--- src/rtl/lap_store.sv ---
// Lap timestamp store for the stopwatch: circular buffer of laps, LCD
// write/clear requests and the busy handshake returned to the control FSM.
module lap_store #(
  parameter int DEPTH  = 8,
  parameter int TIME_W = 24,
  parameter int IDX_W  = 3
) (
  input  logic              clock,
  input  logic              reset_n,
  input  logic [10:0]       state,
  input  logic [TIME_W-1:0] time_in,
  output logic              lcd_req,
  output logic              lcd_cmd,
  output logic [TIME_W-1:0] lcd_data,
  input  logic              lcd_ack,
  output logic              lcd_busy,
  output logic              reg_busy,
  output logic [IDX_W:0]    lap_count,
  input  logic [IDX_W-1:0]  rd_idx,
  output logic [TIME_W-1:0] rd_data
);
  localparam int SAVE  = 6;
  localparam int RESET = 8;
  localparam int CLEAR = 10;
  localparam logic [IDX_W:0]   FULL = (IDX_W+1)'(DEPTH);
  localparam logic [IDX_W-1:0] LAST = IDX_W'(DEPTH - 1);

  typedef enum logic [1:0] {S_IDLE, S_LCD_WAIT, S_WIPE} seq_t;
  seq_t seq, seq_nxt;

  logic [TIME_W-1:0] mem [DEPTH];
  logic [IDX_W-1:0]  wr_ptr, wcnt, rd_addr;
  logic [2:0]        prev_state;  // only the watched states need edge detection
  logic legal, lcd_done, wipe_done;
  logic ent_save, ent_clear, ent_reset;
  logic pend_save, pend_clear, pend_reset;
  logic go_save, go_clear, go_reset, wipe_last, ack_seen;

  assign legal     = (state != '0) && ((state & (state - 11'd1)) == '0);
  assign ent_save  = legal & state[SAVE]  & ~prev_state[0];
  assign ent_reset = legal & state[RESET] & ~prev_state[1];
  assign ent_clear = legal & state[CLEAR] & ~prev_state[2];

  assign lcd_busy = legal & (state[SAVE] | state[CLEAR]) & ~lcd_done;
  assign reg_busy = legal & state[RESET] & ~wipe_done;

  assign rd_addr = wr_ptr - rd_idx - 1'b1;
  assign rd_data = ({1'b0, rd_idx} < lap_count) ? mem[rd_addr] : '0;

  always_comb begin
    seq_nxt   = seq;
    go_save   = 1'b0;
    go_clear  = 1'b0;
    go_reset  = 1'b0;
    wipe_last = 1'b0;
    ack_seen  = 1'b0;
    case (seq)
      S_IDLE: begin
        // Fresh entries and ones parked while busy are serviced alike.
        if (ent_reset | pend_reset) begin
          go_reset = 1'b1;
          seq_nxt  = S_WIPE;
        end else if (ent_clear | pend_clear) begin
          go_clear = 1'b1;
          seq_nxt  = S_LCD_WAIT;
        end else if (ent_save | pend_save) begin
          go_save = 1'b1;
          seq_nxt = S_LCD_WAIT;
        end
      end
      S_LCD_WAIT: begin
        if (lcd_ack) begin
          ack_seen = 1'b1;
          seq_nxt  = S_IDLE;
        end
      end
      S_WIPE: begin
        if (wcnt == LAST) begin
          wipe_last = 1'b1;
          seq_nxt   = S_IDLE;
        end
      end
      default: seq_nxt = S_IDLE;
    endcase
  end

  always_ff @(posedge clock) begin
    if (!reset_n) begin
      seq        <= S_IDLE;
      prev_state <= '0;
      wr_ptr     <= '0;
      wcnt       <= '0;
      lap_count  <= '0;
      lcd_req    <= 1'b0;
      lcd_cmd    <= 1'b0;
      lcd_data   <= '0;
      lcd_done   <= 1'b0;
      wipe_done  <= 1'b0;
      pend_save  <= 1'b0;
      pend_clear <= 1'b0;
      pend_reset <= 1'b0;
    end else begin
      seq        <= seq_nxt;
      prev_state <= {state[CLEAR], state[RESET], state[SAVE]};
      pend_save  <= (pend_save  | ent_save)  & ~go_save;
      pend_clear <= (pend_clear | ent_clear) & ~go_clear;
      pend_reset <= (pend_reset | ent_reset) & ~go_reset;

      if (go_save) begin
        wr_ptr   <= wr_ptr + 1'b1;
        lcd_data <= time_in;
        lcd_cmd  <= 1'b0;
        lcd_req  <= 1'b1;
        if (lap_count != FULL) lap_count <= lap_count + 1'b1;
      end
      if (go_clear) begin
        lcd_cmd <= 1'b1;
        lcd_req <= 1'b1;
      end
      if (ack_seen) lcd_req <= 1'b0;

      if (go_reset)           wcnt <= '0;
      else if (seq == S_WIPE) wcnt <= wcnt + 1'b1;
      if (wipe_last) begin
        wr_ptr    <= '0;
        lap_count <= '0;
      end

      // Done flags only live while the FSM sits in the matching state.
      if (!(state[SAVE] | state[CLEAR])) lcd_done <= 1'b0;
      else if (ack_seen)                 lcd_done <= 1'b1;
      if (!state[RESET])  wipe_done <= 1'b0;
      else if (wipe_last) wipe_done <= 1'b1;
    end
  end

  always_ff @(posedge clock) begin
    if (reset_n) begin
      if (go_save)            mem[wr_ptr] <= time_in;
      else if (seq == S_WIPE) mem[wcnt]   <= '0;
    end
  end
endmodule

--- config.mk ---
export PLATFORM = sky130hd
export DESIGN_NAME = lap_store
export DESIGN_NICKNAME = d
export VERILOG_FILES = /design/src/rtl/lap_store.sv
export SDC_FILE = /design/constraint.sdc
export NUM_CORES = 1
export LEC_CHECK = 0
export CORE_ASPECT_RATIO = 0.8
export CORE_MARGIN = 4
export CORE_UTILIZATION = 57
export DETAILED_ROUTE_END_ITERATION = 16
export PLACE_DENSITY = 0.77
export SLEW_MARGIN = 20
export SYNTH_ARGS = -nofsm -noshare
export SYNTH_HDL_FRONTEND = slang
export SYNTH_SLANG_ARGS = --single-unit
export TNS_END_PERCENT = 5
--- constraint.sdc ---
create_clock -name clock -period 4.4 [get_ports clock]
set_input_delay 0.44 -clock clock [delete_from_list [all_inputs] [get_ports clock]]
set_output_delay 0.44 -clock clock [all_outputs]
set_load 0.02 [all_outputs]
==> results.txt <==
The worst vdd rail ir drop came out at 0.2698 mV. The endpoint with the worst hold slack is lcd_done. Summed over all layers, the routed wires come to 21070 um. The placer congestion estimate is 0.8435. The final HPWL from detailed placement is 13190 um. The met1 wire length came out at 8873 um. Among all stages on the critical path, the largest delay is contributed by clkdlybuf4s50_1. The tool flagged a number of max-cap violations equal to 0. The count of flip-flops with a built-in enable after synthesis is 192. The type of element capturing the critical path is a primary output. Setup violations remaining at the end of the flow were counted as 0. The highest layer touched by signal routing is met4.

The flow ran to the end, and the final reports show no timing, DRC or antenna violations. The number of fillers in the final layout is 1079. The final core area utilization came out at 72.20%. The via count of the first global-routing pass is 6037. The number of cells on the worst reg-to-reg path is 7. After detailed routing, the met3 layer carries 1406 um of wire. The total number of placement rows is 42. The final critical path takes up 87.19% of the cycle. In the routed layout, each cell is associated on average with a via count of 5.931. The CTS tree is built.

The startpoint identified for the worst hold timing path is lcd_done. The setup path with the least slack is of type reg -> out. The global-route congestion overflow total came out at 0. The leakage power summed over all cells came out at 3.997 nW. The data arrival time of the worst path came out at 3.40 ns. The placement-stage cell area is 0.01122 mm^2. The count of instances resized after the clock tree is built came out at 0. Buffers inserted during clock tree synthesis total 24. In this run the critical register-to-register path is launched from seq[1]. The top-level I/O count came out at 97. The endpoint of the worst register-to-register path is mem[0][23]. The total negative slack came out at 0 ns. The number of clock sinks is 238.

The horizontal extent of the die came out at 154.6 um. The number of pins with negative max-slew slack in the final report was 0. The final-stage net count is 797. For this block, the via count after detailed routing is 5842.

In the final routed layout, each cell accounts on average for 21.39 um. The worst-case setup margin in the final layout is 0.5637 ns. A synthesized cell averages 15.32 um^2. Summing all non-filler instances in the final layout gives an area of 0.01207 mm^2.

The post-detailed-route count of antenna-violating nets came out at 0. The buffer count from post-CTS setup fixing came out at 0. The fraction of layout instances using a drive strength above 1 came out at 17.25%. The tightest min-delay check is of the reg -> reg type.

The number of levels the H-tree was split into came out at 1. The achievable frequency is 260.7 MHz. The shortest period the worst path allows came out at 3.836 ns. The floorplan die area came out at 0.01938 mm^2. Setup slack on the worst reg-to-reg path comes out at 1.43 ns.

The synthesized design contains 238 register bits. The critical path depth came out at 9. Summed over all instances, the cell type with the most area after synthesis is edfxtp_1. The first-iteration detailed-routing DRC count came out at 424. The height of the die came out at 125.3 um. The multi-input gate area in the final layout came out at 0.003027 mm^2. The count of cells along the worst hold path came out at 2. The clock latency on the worst-skew pair is 0.52 ns. The number of warning messages in the yosys log is 0. Along the worst path, the maximum fanout reaches 24. The sequential cells in the finished layout cover a total of 0.006686 mm^2.

The number of hold buffers added after CTS is 0. The actual transition at the worst max-transition pin is 1.033 ns. The worst pin sits at a relative slew slack of 30.96%. The first-pass GRT wire length came out at 33490 um. The power density relative to cell area came out at 399.6 mW/mm^2.

The worst setup path is launched from a flop. The synthesis-to-finish area growth is 23.04%. The combined area of all synthesized cells is 0.009806 mm^2. The pin count of the biggest net entering global routing is 70. The share of flip-flops with an asynchronous set or reset came out at 0%.

The number of antenna diodes in the final layout is 0. After synthesis, the cell types taking the most area are edfxtp_1 (59%), mux4_2 (11%), dfxtp_1 (9.4%). The number of buffers on the longest clock path is 3. Walking the worst path, the cells encountered are ha_4 -> inv_1 -> fa_2 -> xnor2_1 -> xnor2_2 -> buf_4 -> nand2_1 -> a21oi_1 -> clkdlybuf4s50_1. STA puts the critical path data required time at 3.96 ns. In this run the clock root is driven by a clkbuf_16. The final hold violation count came to 0. The final setup skew is 0.02011 ns. The effective utilization at floorplan came out at 58.68%. The most numerous cell in the Yosys netlist is edfxtp_1. The remaining design rule violation count came out at 0. The number of detailed-route iterations in the first pass is 5. Prior to clock tree synthesis, the placed netlist has a worst setup slack of 0.6010 ns. The count of buffers added on input and output ports is 96.

The synthesized netlist net count is 690. The clock transition time at the flip-flop clock pins of the worst setup and hold paths is 0.06 ns. The most instantiated flip-flop cell in the synthesis netlist is edfxtp_1. The synthesized instance count came out at 640. Setup repair after global routing left no endpoint under its margin. The delay of the slowest cell on the worst path is 0.66 ns. Sorting the synthesized cells by how often they occur yields edfxtp_1 (192), nand2_1 (110), mux4_2 (48). Of the post-synthesis cell area, the dominant cell type holds 58.80%. After synthesis, the netlist uses 52 different library cells. The number of buffers and inverters on the critical path is 3. The sequential cell area fraction in the yosys report came out at 68.19%. The core footprint is 0.01671 mm^2. Global routing used 22.13% of the available tracks. The detailed-routed wire length on met2 came out at 10430 um. Among cell families on the critical path, the largest total delay comes from buffers and inverters. The initial antenna violation count came out at 0.
[stage by stage]
stage | std cells | hold slack [ns] | power, mW
after detailed placement | 941 | 0.4504 | 2.749
final | 985 | 0.4555 | 4.821
after global placement | 941 | 0.4336 | 2.739
after floorplan | 640 | 0.4246 | 2.630
after CTS | 985 | 0.4601 | 4.861
after global routing | 985 | 0.4773 | 4.983
[final cells by class]
type	count	area share [%]
flip-flops and latches	238	55.42
multi-input cells	358	25.09
repair buffers	115	9.935
clock buffers	28	5.361
well taps	220	2.281
clock inverters	16	1.607
inverters	10	0.3111
[power breakdown]
group / total, mW / leakage [nW] / internal (mW) / switching, mW
clock: 2.12 / 0.412 / 1.29 / 0.831
combinational: 0.269 / 1.49 / 0.123 / 0.146
sequential: 2.43 / 2.10 / 2.43 / 0.000894
total: 4.82 / 4.00 / 3.84 / 0.978
[worst max-delay path by stage]
stage          startpoint  slack (ns)          end
2_1_floorplan    state[6]        1.03    mem[0][0]
3_3_place_gp    rd_idx[0]        0.63  rd_data[15]
3_5_place_dp    rd_idx[0]        0.60  rd_data[15]
4_1_cts         wr_ptr[0]        0.56  rd_data[15]
5_1_grt         wr_ptr[0]        0.35  rd_data[15]
6_report        wr_ptr[0]        0.56  rd_data[15]
[worst min-delay path, stage by stage, from the launching register on]
cell     delay [ns]
dfxtp_1        0.31
inv_1          0.05
a21oi_1        0.05
[sequential cells by signal, indices dropped and copies added (netlist names)]
| signal | flops |
|---|---|
| pend_reset | 1 |
| prev_state | 3 |
| wipe_done | 1 |
| lap_count | 4 |
| pend_clear | 1 |
| seq | 2 |
| lcd_cmd | 1 |
| lcd_done | 1 |
| pend_save | 1 |
| wr_ptr | 3 |
| lcd_data | 24 |
| mem | 192 |
| wcnt | 3 |
| lcd_req | 1 |
[kinds of logic after synthesis]
| family | count (synthesis) | share of synthesized area (%) |
|---|---|---|
| compound gates | 68 | 4.517 |
| mux | 75 | 13.78 |
| fa+ha+maj | 9 | 1.225 |
| xor+xnor | 4 | 0.3572 |
| buf+inv | 44 | 1.952 |
| flops | 238 | 68.19 |
| simple gates | 202 | 9.978 |
[layout by cell type, fill, tap and decap left out, types with 3 or more instances in the layout]
cell type / netlist / routed
a21oi_1: 33 / 33
a31oi_1: 7 / 7
and2_1: 28 / 28
and3_1: 5 / 5
buf_12: 0 / 8
buf_4: 0 / 11
bufinv_16: 0 / 4
clkbuf_16: 0 / 25
clkdlybuf4s50_1: 0 / 95
clkinv_2: 0 / 7
dfxtp_1: 46 / 46
edfxtp_1: 192 / 192
ha_1: 8 / 7
inv_1: 10 / 10
mux2i_1: 27 / 27
mux4_2: 48 / 48
nand2_1: 110 / 110
nand3_1: 3 / 3
nor2_1: 18 / 9
nor2_4: 0 / 8
nor2b_1: 4 / 4
nor3_1: 9 / 9
nor3b_1: 3 / 3
o21a_1: 3 / 3
o21ai_0: 6 / 6
o21ai_1: 4 / 4
[metal layers]
layer / up-vias / GRT usage [%]
met5: - / 0
met4: 0 / 3.998
met1: 2951 / 31.54
met2: 214 / 36.70
li1: 2651 / -
met3: 26 / 4.145
(Power assumes the default switching activity.)
